<file path="src/rtl/vga_sync_receiver.sv">
// Recovers VGA line/frame timing from hSync/vSync pixel-tick samples, locks after
// LOCK_FRAMES clean frames and emits visible-window pixels with their coordinates.
module vga_sync_receiver #(
    parameter int H_VISIBLE   = 640,
    parameter int H_FRONT     = 16,
    parameter int H_SYNC      = 96,
    parameter int H_BACK      = 48,
    parameter int V_VISIBLE   = 480,
    parameter int V_FRONT     = 10,
    parameter int V_SYNC      = 2,
    parameter int V_BACK      = 33,
    parameter int LOCK_FRAMES = 2
) (
    input  logic       clk,
    input  logic       reset,
    input  logic       enable,
    input  logic       hSync,
    input  logic       vSync,
    input  logic [7:0] rgb,
    output logic [9:0] hPos,
    output logic [9:0] vPos,
    output logic [7:0] pixel,
    output logic       pixelValid,
    output logic       locked,
    output logic       frameDone,
    output logic       syncError,
    output logic [7:0] frameCount,
    output logic [1:0] dbgState
);

    localparam int H_TOTAL = H_VISIBLE + H_FRONT + H_SYNC + H_BACK;
    localparam int V_TOTAL = V_VISIBLE + V_FRONT + V_SYNC + V_BACK;

    localparam logic [9:0] CNT_MAX     = 10'h3FF;
    localparam logic [9:0] H_LAST      = 10'(H_TOTAL - 1);
    localparam logic [9:0] H_SYNC_LAST = 10'(H_SYNC - 1);
    localparam logic [9:0] V_TOTAL_C   = 10'(V_TOTAL);
    localparam logic [9:0] H_WIN_LO    = 10'(H_SYNC + H_BACK);
    localparam logic [9:0] H_WIN_HI    = 10'(H_SYNC + H_BACK + H_VISIBLE - 1);
    localparam logic [9:0] V_WIN_LO    = 10'(V_SYNC + V_BACK);
    localparam logic [9:0] V_WIN_HI    = 10'(V_SYNC + V_BACK + V_VISIBLE - 1);
    localparam logic [7:0] LOCK_C      = 8'(LOCK_FRAMES);

    typedef enum logic [1:0] {
        SEARCH  = 2'd0,
        ACQUIRE = 2'd1,
        LOCKED  = 2'd2
    } state_t;

    state_t     state_q, state_d;
    logic       hs_prev_q, vs_prev_q;
    logic [9:0] h_cnt_q, h_cnt_d;
    logic [9:0] v_cnt_q, v_cnt_d, v_cnt_inc;
    logic       first_h_q, first_h_d;
    logic [7:0] good_q, good_d, good_inc;
    logic [7:0] frame_cnt_q, frame_cnt_d;
    logic       frame_done_q, frame_done_d;
    logic       sync_err_q, sync_err_d;
    logic       pix_valid_q, pix_valid_d;
    logic [9:0] h_pos_q, h_pos_d;
    logic [9:0] v_pos_q, v_pos_d;
    logic [7:0] pixel_q, pixel_d;

    logic       hs_fall, hs_rise, vs_fall;
    logic       h_len_err, h_pulse_err, h_timeout, v_frame_err, any_err;
    logic       in_window;

    // Edge detection and the free-running line/frame counters.
    always_comb begin
        hs_fall = enable & hs_prev_q & ~hSync;
        hs_rise = enable & ~hs_prev_q & hSync;
        vs_fall = enable & vs_prev_q & ~vSync;

        h_cnt_d = h_cnt_q;
        if (hs_fall) begin
            h_cnt_d = '0;
        end else if (h_cnt_q != CNT_MAX) begin
            h_cnt_d = h_cnt_q + 10'd1;
        end

        // A coincident hSync edge is counted before the vSync check sees vCnt.
        v_cnt_inc = v_cnt_q;
        if (hs_fall && (v_cnt_q != CNT_MAX)) begin
            v_cnt_inc = v_cnt_q + 10'd1;
        end
        v_cnt_d = vs_fall ? '0 : v_cnt_inc;
    end

    always_comb begin
        h_len_err   = hs_fall & ~first_h_q & (h_cnt_q != H_LAST);
        h_pulse_err = hs_rise & (h_cnt_q != H_SYNC_LAST);
        h_timeout   = enable & ~hs_fall & (h_cnt_q == H_LAST);
        v_frame_err = vs_fall & (v_cnt_inc != V_TOTAL_C);
        any_err     = h_len_err | h_pulse_err | h_timeout | v_frame_err;
    end

    always_comb begin
        state_d      = state_q;
        first_h_d    = first_h_q;
        good_inc     = good_q + 8'd1;
        good_d       = good_q;
        frame_cnt_d  = frame_cnt_q;
        frame_done_d = 1'b0;
        sync_err_d   = 1'b0;

        if (hs_fall) begin
            first_h_d = 1'b0;
        end

        case (state_q)
            SEARCH: begin
                // Counts here are of unknown phase, so nothing is judged yet.
                if (vs_fall) begin
                    state_d   = ACQUIRE;
                    good_d    = '0;
                    first_h_d = 1'b1;
                end
            end
            ACQUIRE: begin
                if (any_err) begin
                    state_d    = SEARCH;
                    sync_err_d = 1'b1;
                end else if (vs_fall) begin
                    good_d = good_inc;
                    if (good_inc >= LOCK_C) begin
                        state_d     = LOCKED;
                        frame_cnt_d = '0;
                    end
                end
            end
            LOCKED: begin
                if (any_err) begin
                    state_d    = SEARCH;
                    sync_err_d = 1'b1;
                end else if (vs_fall) begin
                    frame_done_d = 1'b1;
                    frame_cnt_d  = frame_cnt_q + 8'd1;
                end
            end
            default: begin
                state_d = SEARCH;
            end
        endcase
    end

    // pixelValid is a one-clk strobe qualifying hPos/vPos/pixel; there is no
    // back-pressure, so a consumer must capture the sample on that clk.
    always_comb begin
        in_window = (h_cnt_d >= H_WIN_LO) && (h_cnt_d <= H_WIN_HI) &&
                    (v_cnt_d >= V_WIN_LO) && (v_cnt_d <= V_WIN_HI);
        pix_valid_d = enable & in_window & (state_d == LOCKED);
        h_pos_d     = h_pos_q;
        v_pos_d     = v_pos_q;
        pixel_d     = pixel_q;
        if (pix_valid_d) begin
            h_pos_d = h_cnt_d - H_WIN_LO;
            v_pos_d = v_cnt_d - V_WIN_LO;
            pixel_d = rgb;
        end
    end

    always_ff @(posedge clk) begin
        if (reset) begin
            state_q      <= SEARCH;
            hs_prev_q    <= 1'b1;
            vs_prev_q    <= 1'b1;
            h_cnt_q      <= '0;
            v_cnt_q      <= '0;
            first_h_q    <= 1'b0;
            good_q       <= '0;
            frame_cnt_q  <= '0;
            frame_done_q <= 1'b0;
            sync_err_q   <= 1'b0;
            pix_valid_q  <= 1'b0;
            h_pos_q      <= '0;
            v_pos_q      <= '0;
            pixel_q      <= '0;
        end else begin
            frame_done_q <= frame_done_d;
            sync_err_q   <= sync_err_d;
            pix_valid_q  <= pix_valid_d;
            if (enable) begin
                state_q     <= state_d;
                hs_prev_q   <= hSync;
                vs_prev_q   <= vSync;
                h_cnt_q     <= h_cnt_d;
                v_cnt_q     <= v_cnt_d;
                first_h_q   <= first_h_d;
                good_q      <= good_d;
                frame_cnt_q <= frame_cnt_d;
                h_pos_q     <= h_pos_d;
                v_pos_q     <= v_pos_d;
                pixel_q     <= pixel_d;
            end
        end
    end

    assign hPos       = h_pos_q;
    assign vPos       = v_pos_q;
    assign pixel      = pixel_q;
    assign pixelValid = pix_valid_q;
    assign locked     = (state_q == LOCKED);
    assign frameDone  = frame_done_q;
    assign syncError  = sync_err_q;
    assign frameCount = frame_cnt_q;
    assign dbgState   = state_q;

endmodule

</file>
<file path="config.mk">
export PLATFORM = sky130hd
export DESIGN_NAME = vga_sync_receiver
export DESIGN_NICKNAME = d
export VERILOG_FILES = /design/src/rtl/vga_sync_receiver.sv
export SDC_FILE = /design/constraint.sdc
export NUM_CORES = 1
export LEC_CHECK = 0
export ABC_AREA = 1
export BUFFER_PORTS_ARGS = -buffer_cell sky130_fd_sc_hd__buf_2
export CAP_MARGIN = 5
export CELL_PAD_IN_SITES_DETAIL_PLACEMENT = 1
export CELL_PAD_IN_SITES_GLOBAL_PLACEMENT = 1
export CORE_MARGIN = 3
export CORE_UTILIZATION = 38
export CTS_CLUSTER_DIAMETER = 100
export CTS_CLUSTER_SIZE = 10
export DETAILED_ROUTE_END_ITERATION = 10
export PLACE_DENSITY = 0.78
export SYNTH_ARGS = -nofsm -noshare
export SYNTH_HDL_FRONTEND = slang
export SYNTH_SLANG_ARGS = --single-unit
</file>
<file path="constraint.sdc">
create_clock -name clk -period 2.7 [get_ports clk]
set_clock_uncertainty 0.05 [all_clocks]
set_input_delay 0.27 -clock clk [delete_from_list [all_inputs] [get_ports clk]]
set_output_delay 0.27 -clock clk [all_outputs]
set_load 0.01 [all_outputs]
</file>
# After elaboration in Yosys (flattened, before gate mapping)
# Cells that the tools add are included.
# classes
add_sub_neg	6
magnitude_cmp	5
n_eq_ne	15
mux	25
bitwise	24
reduce_logical	13
# ops
op	count
8-bit two-way mux	8
10-bit two-way mux	4
10-bit != test, second input constant	4
8-bit one-hot mux with 2 select lines	2
10-bit by 1-bit adder with 10-bit output, second input constant	2
10-bit less-or-equal comparator, second input constant	2
8-bit by 1-bit adder with 8-bit output, second input constant	2
1-bit AND	14
10-bit == test, second input constant	1
10-bit by 6-bit greater-or-equal comparator with 1-bit output, second input constant	1
10-bit by 8-bit greater-or-equal comparator with 1-bit output, second input constant	1
2-bit two-way mux	5
10-bit by 7-bit != test with 1-bit output, second input constant	1
2-bit != test, second input constant	5
10-bit by 6-bit subtractor with 10-bit output, second input constant	1
10-bit by 8-bit subtractor with 10-bit output, second input constant	1
8-bit by 2-bit greater-or-equal comparator with 1-bit output, second input constant	1
1-bit inverter	7
7-bit AND reduction	1
2-bit one-hot mux with 3 select lines	1
1-bit two-way mux	5
5-bit AND reduction	1
2-bit == test, second input constant	2
1-bit logical AND	4
other kinds (8)	12
# word_totals
reg_bits	72
out_inout_bits	42
elab_cells	102

# Depth between registers and ports, before layout
# Gate-level depths: netlist of the first run.
# logic_depth
word_depth	12
depth_mapped	20
mapped_depth_nobuf	20

# Least setup slack after synthesis of the first run
# Ideal clock, no wire load.
# synth_timing
path_kind	register to register
from	register v_cnt_q[0]
to	register h_pos_q[7] (netlist: hPos[7])
setup_ns	0.115
t_arrival_ns	2.501
t_required_ns	2.535
setup_slack_ns	0.034
path_stages_with_launch	21
n_path_buf	1
path_cell_list	dfxtp_1 -> ha_1 -> inv_1 -> nor2_2 -> nand3_4 -> nand2_4 -> nand2_1 -> nand2_1 -> nand2_1 -> inv_1 -> ha_1 -> inv_1 -> nand2_1 -> o21ai_1 -> nand3_1 -> nand3_2 -> nor2_8 -> buf_8 -> nand3_1 -> nand2_1 -> nor2_1
# synth_between
word_cells_on_any_way	19
classes_between	1 x add/sub; 2 x order compare; 3 x eq/ne; 5 x mux; 4 x bitwise; 4 x reduce/logical
# synth_lines
item	line	source
from (decl)	53	logic [9:0] v_cnt_q, v_cnt_d, v_cnt_inc;
from (signal assigned)	187	v_cnt_q <= v_cnt_d;
parallel branches: the longest is 2 deep, another holds 10-bit by 1-bit adder with 10-bit output	-	
10-bit two-way mux (*)	83	if (hs_fall && (v_cnt_q != CNT_MAX)) begin
10-bit two-way mux (*)	86	v_cnt_d = vs_fall ? '0 : v_cnt_inc;
net v_cnt_d[0]	53	
10-bit by 6-bit greater-or-equal comparator with 1-bit output	150	(v_cnt_d >= V_WIN_LO) && (v_cnt_d <= V_WIN_HI);
1-bit logical AND	149	in_window = (h_cnt_d >= H_WIN_LO) && (h_cnt_d <= H_WIN_HI) &&
1-bit logical AND (*)	150	
1-bit AND (*) (2 in a row)	151	pix_valid_d = enable & in_window & (state_d == LOCKED);
2-bit AND reduction (no source line) (*)	-	
to (signal assigned)	191	h_pos_q <= h_pos_d;
to (decl)	60	logic [9:0] h_pos_q, h_pos_d;
# Mark *: on every way through the listed nets, which the timed path passes.
# A chain may end at the register's enable or synchronous reset.

# Final worst setup path of the first run
# layout_timing
from	register v_cnt_q[0]
to	register v_pos_q[5] (netlist: vPos[5])
# layout_between
word_cells_on_any_way	20
classes_between	2 x add/sub; 2 x order compare; 3 x eq/ne; 5 x mux; 4 x bitwise; 4 x reduce/logical
# layout_lines
item	line	source
parallel branches: the longest is 2 deep, another holds 10-bit by 1-bit adder with 10-bit output	-	
10-bit two-way mux (*)	83	
10-bit two-way mux (*)	86	
net v_cnt_d[0]	53	
10-bit by 6-bit greater-or-equal comparator with 1-bit output	150	
1-bit logical AND	149	
1-bit logical AND	150	
1-bit AND (2 in a row)	151	
2-bit AND reduction (no source line)	-	
to (signal assigned)	192	v_pos_q <= v_pos_d;
to (decl)	61	logic [9:0] v_pos_q, v_pos_d;
# Marks and branches as above.

==> results.yml, run 1 <==
critical_path:
  crit_cells: 21
  crit_buf_inv: 5
  timing.rr.end: "vPos[5]"
  worstSetupStartpointType: "flop"
  worst-endpoint-required_ns: 2.93
  rr_startpoint: "v_cnt_q[0]"
  crit_type: "reg2reg"
  worstSetupEndpoint: "vPos[5]"
  cp_top_family: "simple AND/OR/NAND/NOR gates"
  worst_ep_arrival_time_ns: 3.27
  r2r_slack_ns: -0.34
  crit_path_start: "v_cnt_q[0]"
  slowest_stage: "dfxtp_1"
  critPathCaptureType: "flop"
  critPathMaxFanout: 8
  cpPeakStageDelay_ns: 0.36
  path_cells: "ha_2 > inv_1 > nor2_4 > nand3_4 > nand2_4 > nand2_1 > nand2_2 > nand2_2 > inv_2 > ha_2 > nand2_1 > nor2_1 > nand3_1 > nand3_1 > nand3_2 > nor2_8 > buf_12 > clkbuf_16 > buf_12 > a21oi_2 > nor2_1"
  worstRegToRegCells: 21
cts:
  clockBufferDepth: 2
  cts_buffers: 9
  cts_max_level: 3
  path_clk_slew_ns: 0.07
  clock-root-buffer: "clkbuf_16"
  cts.sinks: 72
  cts_tree: "yes"
  ctsHoldBuffers: 0
  clk_latency_ns: 0.35
yosys:
  postSynth.asyncResetShare: 0
  yosysWarnings: 0
  synthTopCellsByArea: "dfxtp_1, nand2_1, nor2_1"
  synth-compound-area-share: 0.131
  synth_ff_type: "dfxtp_1"
  synth.net_count: 700
  synthAdderAreaFrac: 0.0356
  synthMuxAreaShare: 0
  synthXorXnorAreaFrac: 0.0249
  synth_top_area_frac: 0.315
  synth_area_um2: 4570
  synth_top_family_by_area: "simple AND/OR/NAND/NOR gates"
  ys_seq_area_frac: 0.315
  synth_edf_count: 0
  synth_common_cells: "nand2_1, nor2_1, dfxtp_1"
  synth_largest_area_cell: "dfxtp_1"
  yosysMostFrequentCell: "nand2_1"
  synthSimpleGateAreaFrac: 0.402
  synth_area_per_cell_um2: 6.78
  synth_seq_cells: 72
  synth.distinct_cells: 40
  postSynthCellCount: 674
sta:
  worst_slew_pin_slew_ns: 0.378
  holdWs_ns: 0.195
  setup_ws_ns: -0.336
  setup_viol: 29
  setup_tns_ns: -7.17
  max_freq_ghz: 0.329
  slew_viol_final: 0
  rsz0062_at_grt: "yes"
  period_share: 1.12
  period_needed_ns: 3.04
  slew_headroom: 0.747
  hold_violations: 0
drt:
  via_count: 5312
  viasPerCell: 5.61
  drc: 0
  post_drt_wl_per_cell_um: 20.4
  drt_iter0_drc: 449
  antenna_left: 0
  wirelength_um: 19300
  drt_pass1_iterations: 5
die:
  fp-row-count: 39
  dieArea_um2: 13400
  die_w_um: 116
  die_y_um: 116
  core_um2: 11600
  boundaryPins: 55
  start_util: 0.395
global_routing:
  antenna_found_initial: 0
  overflow: 0
  grt_pass1_vias: 5345
  grt_use_total: 0.243
  grt_first_pass_wirelength_um: 26000
  grt_max_degree: 46
pwr:
  ir_drop_v: 0.000444
  power_density_nw_per_um2: 447
  p_leak_nw: 2.75
placement:
  place_inst: 904
  gp_congestion: 0.963
  port_buffers: 54
  place_ws_ns: -0.385
  dp_hpwl_um: 10900
worst_hold_path:
  hold_path.class: "in2reg"
layout:
  instances_no_fill: 947
  syn_to_final_growth_pct: 36.5
  drive_gt1_frac: 0.332
  antennaDiodeCount: 0
  nFillCells: 1455
  final_util: 0.539
  ff_latch_area_um2: 1450
  multi_input_area_um2: 2990
  nets: 825
run_status:
  failed_checks: "negative setup slack"
  outcome: "finished, violations left"
job:
  cap_viol_max_count: 0
-- timing repair --
action / CTS / global route
pin swaps: 6 / 16
setup buffers: 14 / 6
endpoints found under the setup margin: 29 / 46
cloned: 3 / 5
gates resized for setup: 24 / 59
-- cell families after synthesis --
kind of cell	count (synthesis)
adders and majority gates	13
and+or+nand+nor	390
AOI/OAI and AO/OA	99
DFF	72
xor gates and xnor gates	13
buffers and inverters	87
-- flip-flops by register name, indices dropped and copies added, names as in the netlist, 2 cells and up --
signal      count
v_cnt_q        10
dbgState        2
h_cnt_q        10
good_q          8
vPos           10
hPos           10
pixel           8
frameCount      8
-- routing by layer --
layer / share of wire / track usage / vias to the layer above
met5: 0 / 0 / -
met4: 0.041 / 0.0820 / 0
met3: 0.041 / 0.0527 / 68
met2: 0.52 / 0.443 / 174
met1: 0.40 / 0.282 / 2628
li1: - / - / 2442
-- worst min path at each step --
stage              start         to  slack [ns]  depth (start not counted)
6_report           vSync  vs_prev_q        0.20                          3
5_1_grt            vSync  vs_prev_q        0.20                          3
4_1_cts           rgb[5]   pixel[5]        0.18                          4
3_5_place_dp   first_h_q  first_h_q        0.41                          2
3_3_place_gp   good_q[7]  good_q[7]        0.41                          2
2_1_floorplan      reset  frameDone        0.30                          1
-- report_power, final --
| part | internal, W | total, W | switching (W) | leakage (nW) |
|---|---|---|---|---|
| combinational | 0.000203 | 0.000523 | 0.000320 | 2.04 |
| clock | 0.000646 | 0.00114 | 0.000495 | 0.130 |
| sequential | 0.00109 | 0.00112 | 0.0000301 | 0.587 |
| total | 0.00194 | 0.00279 | 0.000845 | 2.75 |
-- cells in the final DEF (no fill, tap or decap), types with 4 or more instances in the layout --
cell type,instances
nand2_1,145
nor2_1,89
dfxtp_1,66
buf_4,65
buf_2,54
inv_1,52
nand3_1,52
a21oi_1,42
nand2_2,23
o21ai_0,23
nand3_2,21
a21oi_2,20
nand3b_1,17
clkbuf_16,13
nand4_1,9
nor2_2,8
ha_1,8
nor2_4,7
inv_2,7
xor2_1,7
xnor2_1,6
dfxtp_2,6
nand3_4,5
buf_6,5
buf_12,5
nand2_4,4
clkinv_1,4
o21ai_1,4
-- worst reg2reg max path: stages, from the launching register on --
cell and delay (ns):
dfxtp_1 0.36, ha_2 0.20, inv_1 0.08, nor2_4 0.14, nand3_4 0.11, nand2_4 0.09
nand2_1 0.08, nand2_2 0.10, nand2_2 0.09, inv_2 0.08, ha_2 0.22, nand2_1 0.07
nor2_1 0.13, nand3_1 0.11, nand3_1 0.11, nand3_2 0.15, nor2_8 0.22, buf_12 0.16
clkbuf_16 0.17, buf_12 0.11, a21oi_2 0.04, nor2_1 0.13
-- final cells by class --
class | count | share of cell area
inverters | 64 | 0.0389
clock buffers | 13 | 0.0401
repair buffers | 137 | 0.178
well taps | 143 | 0.0287
multi-input cells | 515 | 0.479
clock inverters | 3 | 0.00281
flip-flops and latches | 72 | 0.232
-- per-stage QoR --
stage	total power (W)	area, µm²
2_1_floorplan	0.00140	4570
3_3_place_gp	0.00153	5310
3_5_place_dp	0.00155	5310
4_1_cts	0.00270	5870
5_1_grt	0.00288	6240
6_report	0.00279	6240
No activity file was read; power rests on OpenSTA's default activity.
==> run 2, diff against run 1 <==
--- a/config.mk
+++ b/config.mk
@@ -15,6 +15,7 @@
 export CTS_CLUSTER_DIAMETER = 100
 export CTS_CLUSTER_SIZE = 10
 export DETAILED_ROUTE_END_ITERATION = 10
+export HOLD_SLACK_MARGIN = 0.05
 export PLACE_DENSITY = 0.78
 export SYNTH_ARGS = -nofsm -noshare
 export SYNTH_HDL_FRONTEND = slang
==> constraint.sdc (replaced) <==
create_clock -name clk -period 2.5 [get_ports clk]
set_clock_uncertainty 0.05 [all_clocks]
set_input_delay 0.25 -clock clk [delete_from_list [all_inputs] [get_ports clk]]
set_output_delay 0.25 -clock clk [all_outputs]
set_load 0.01 [all_outputs]
==> run 2 against run 1 <==
- the run still ends with negative setup slack left
- cell count grew 4.3%
- via count grew 6.5%
- global-route usage grew 3.7 points
- critical path depth is the same
- count of clock-buffer cells in the layout shrank 4
- sequential power grew 8%
- flip-flop and latch count is the same
- design area grew 7.6%
- non-clock buffer count grew 41
- total power grew 14%
- maximum frequency shrank 1.3%
- core utilization grew 4.1 points
- highest routed layer unchanged
==> results.yml, run 2 (synthesis results as in run 1) <==
layout:
  syn_to_final_growth_pct: 46.9
  drive_gt1_frac: 0.386
  antennaDiodeCount: 0
  layout_common_cells: "nand2_1, buf_4, nor2_1, dfxtp_1, buf_2"
  final_common_cell: "nand2_1"
  instances_no_fill: 988
  nets: 866
sta:
  slew_viol_final: 0
  rsz0062_at_grt: "yes"
  setup_viol: 46
  max_freq_ghz: 0.325
  period_needed_ns: 3.08
  period_share: 1.23
  setup_tns_ns: -17.04
  slew_headroom: 0.501
  worst_slew_pin_slew_ns: 0.748
  setup_ws_ns: -0.577
  hold_violations: 0
drt:
  drt_iter0_drc: 537
  drc: 0
  post_drt_wl_per_cell_um: 21.8
  wirelength_um: 21600
  via_count: 5655
  antenna_left: 0
  drt_pass1_iterations: 7
  viasPerCell: 5.72
cts:
  cts.sinks: 72
  clockBufferDepth: 2
  cts_tree: "yes"
  cts_buffers: 9
  path_clk_slew_ns: 0.07
  clk_latency_ns: 0.35
  clock-root-buffer: "clkbuf_16"
  cts_max_level: 3
pwr:
  p_leak_nw: 3.01
  clkPwrFrac: 0.418
  comb_power_share: 0.202
  internal_power_w: 0.00221
  power_density_nw_per_um2: 475
  p_switching_w: 0.000985
  p_total_w: 0.00319
  ir_drop_v: 0.000362
  swShare: 0.309
  seq_power_share: 0.380
critical_path:
  critPathCaptureType: "flop"
  worstSetupEndpoint: "hPos[6]"
  worstRegToRegCells: 21
  rr_startpoint: "h_cnt_q[1]"
  worst_ep_arrival_time_ns: 3.27
  crit_path_start: "h_cnt_q[1]"
  worst-endpoint-required_ns: 2.69
  timing.rr.end: "hPos[6]"
  r2r_slack_ns: -0.58
  crit_type: "reg2reg"
  worstSetupStartpointType: "flop"
  critPathMaxFanout: 7
run_status:
  failed_checks: "negative setup slack"
  outcome: "finished, violations left"
die:
  fp-row-count: 39
  die_w_um: 116
  core_um2: 11600
  die_y_um: 116
  dieArea_um2: 13400
  boundaryPins: 55
  start_util: 0.395
job:
  cap_viol_max_count: 0
placement:
  dp_hpwl_um: 11300
  place_inst: 945
  port_buffers: 54
  gp_congestion: 0.863
global_routing:
  grt_first_pass_wirelength_um: 29500
  overflow: 0
  grt_use_total: 0.281
  grt_max_degree: 33
  grt_pass1_vias: 5773
  antenna_found_initial: 0
worst_hold_path:
  hold_path.class: "in2reg"
## run 2: critical path, cell delays in order (launching register included)
cell	delay, ns
dfxtp_2	0.35
ha_4	0.15
nand2_4	0.06
nor2_4	0.12
nand3_4	0.11
a31oi_1	0.19
nand2_1	0.16
inv_2	0.14
ha_4	0.15
nand3_2	0.07
nor2_1	0.14
nand2_1	0.08
nor2_1	0.11
nor2_1	0.07
nor2_2	0.14
nand3_4	0.13
nor2_8	0.16
buf_12	0.15
buf_12	0.13
nand3b_1	0.11
nand2_1	0.11
nor2_1	0.06
## run 2: area by class of cell
class,count,area (µm²)
Clock buffer,9,225
Tap cell,143,179
Inverter,64,243
Sequential cell,72,1450
Multi-Input combinational cell,515,3100
Timing Repair Buffer,178,1450
Fill cell,1477,4850
Clock inverter,7,72.6
## run 2: metrics by stage
| stage | util | hold slack [ns] | setup WS, ns | area (µm²) |
|---|---|---|---|---|
| 6_report | 0.580 | 0.177 | -0.577 | 6710 |
| 5_1_grt | 0.580 | 0.198 | -0.677 | 6710 |
| 4_1_cts | 0.560 | 0.162 | -0.194 | 6480 |
| 3_5_place_dp | 0.492 | 0.418 | -0.260 | 5690 |
| 3_3_place_gp | 0.492 | 0.404 | -0.137 | 5690 |
| 2_1_floorplan | - | 0.277 | -0.0982 | 4600 |
## run 2: routing by layer
| layer | share of wire | global-route usage | up-vias |
|---|---|---|---|
| li1 | - | - | 2520 |
| met1 | 0.38 | 0.309 | 2809 |
| met2 | 0.50 | 0.503 | 235 |
| met3 | 0.050 | 0.0569 | 91 |
| met4 | 0.063 | 0.157 | 0 |
| met5 | 0 | 0 | - |
## run 2: how the worst min path moves through the flow
stage	depth (start not counted)	end	start
finish	4	pixel[6]	rgb[6]
global route	3	vs_prev_q	vSync
CTS	4	pixel[7]	rgb[7]
detailed placement	2	first_h_q	first_h_q
global placement	2	first_h_q	first_h_q
floorplan	1	frameDone	reset
## run 2: timing repair
item / 4_1_cts / 5_1_grt
pin swaps: 37 / 25
setup buffers: 16 / 9
resized for setup: 59 / 56
endpoints found under the setup margin: 45 / 46
hold endpoints to repair: 0 / 0
gates cloned: 4 / 1
hold buffers: 0 / 0
## run 2: power groups by stage
| stage | clock, W | sequential, W | combinational [W] |
|---|---|---|---|
| finish | 0.00133 | 0.00121 | 0.000644 |
| global route | 0.00139 | 0.00122 | 0.000685 |
| CTS | 0.00134 | 0.00121 | 0.000552 |
| detailed placement | 0 | 0.00124 | 0.000474 |
| global placement | 0 | 0.00123 | 0.000450 |
| floorplan | 0 | 0.00124 | 0.000278 |
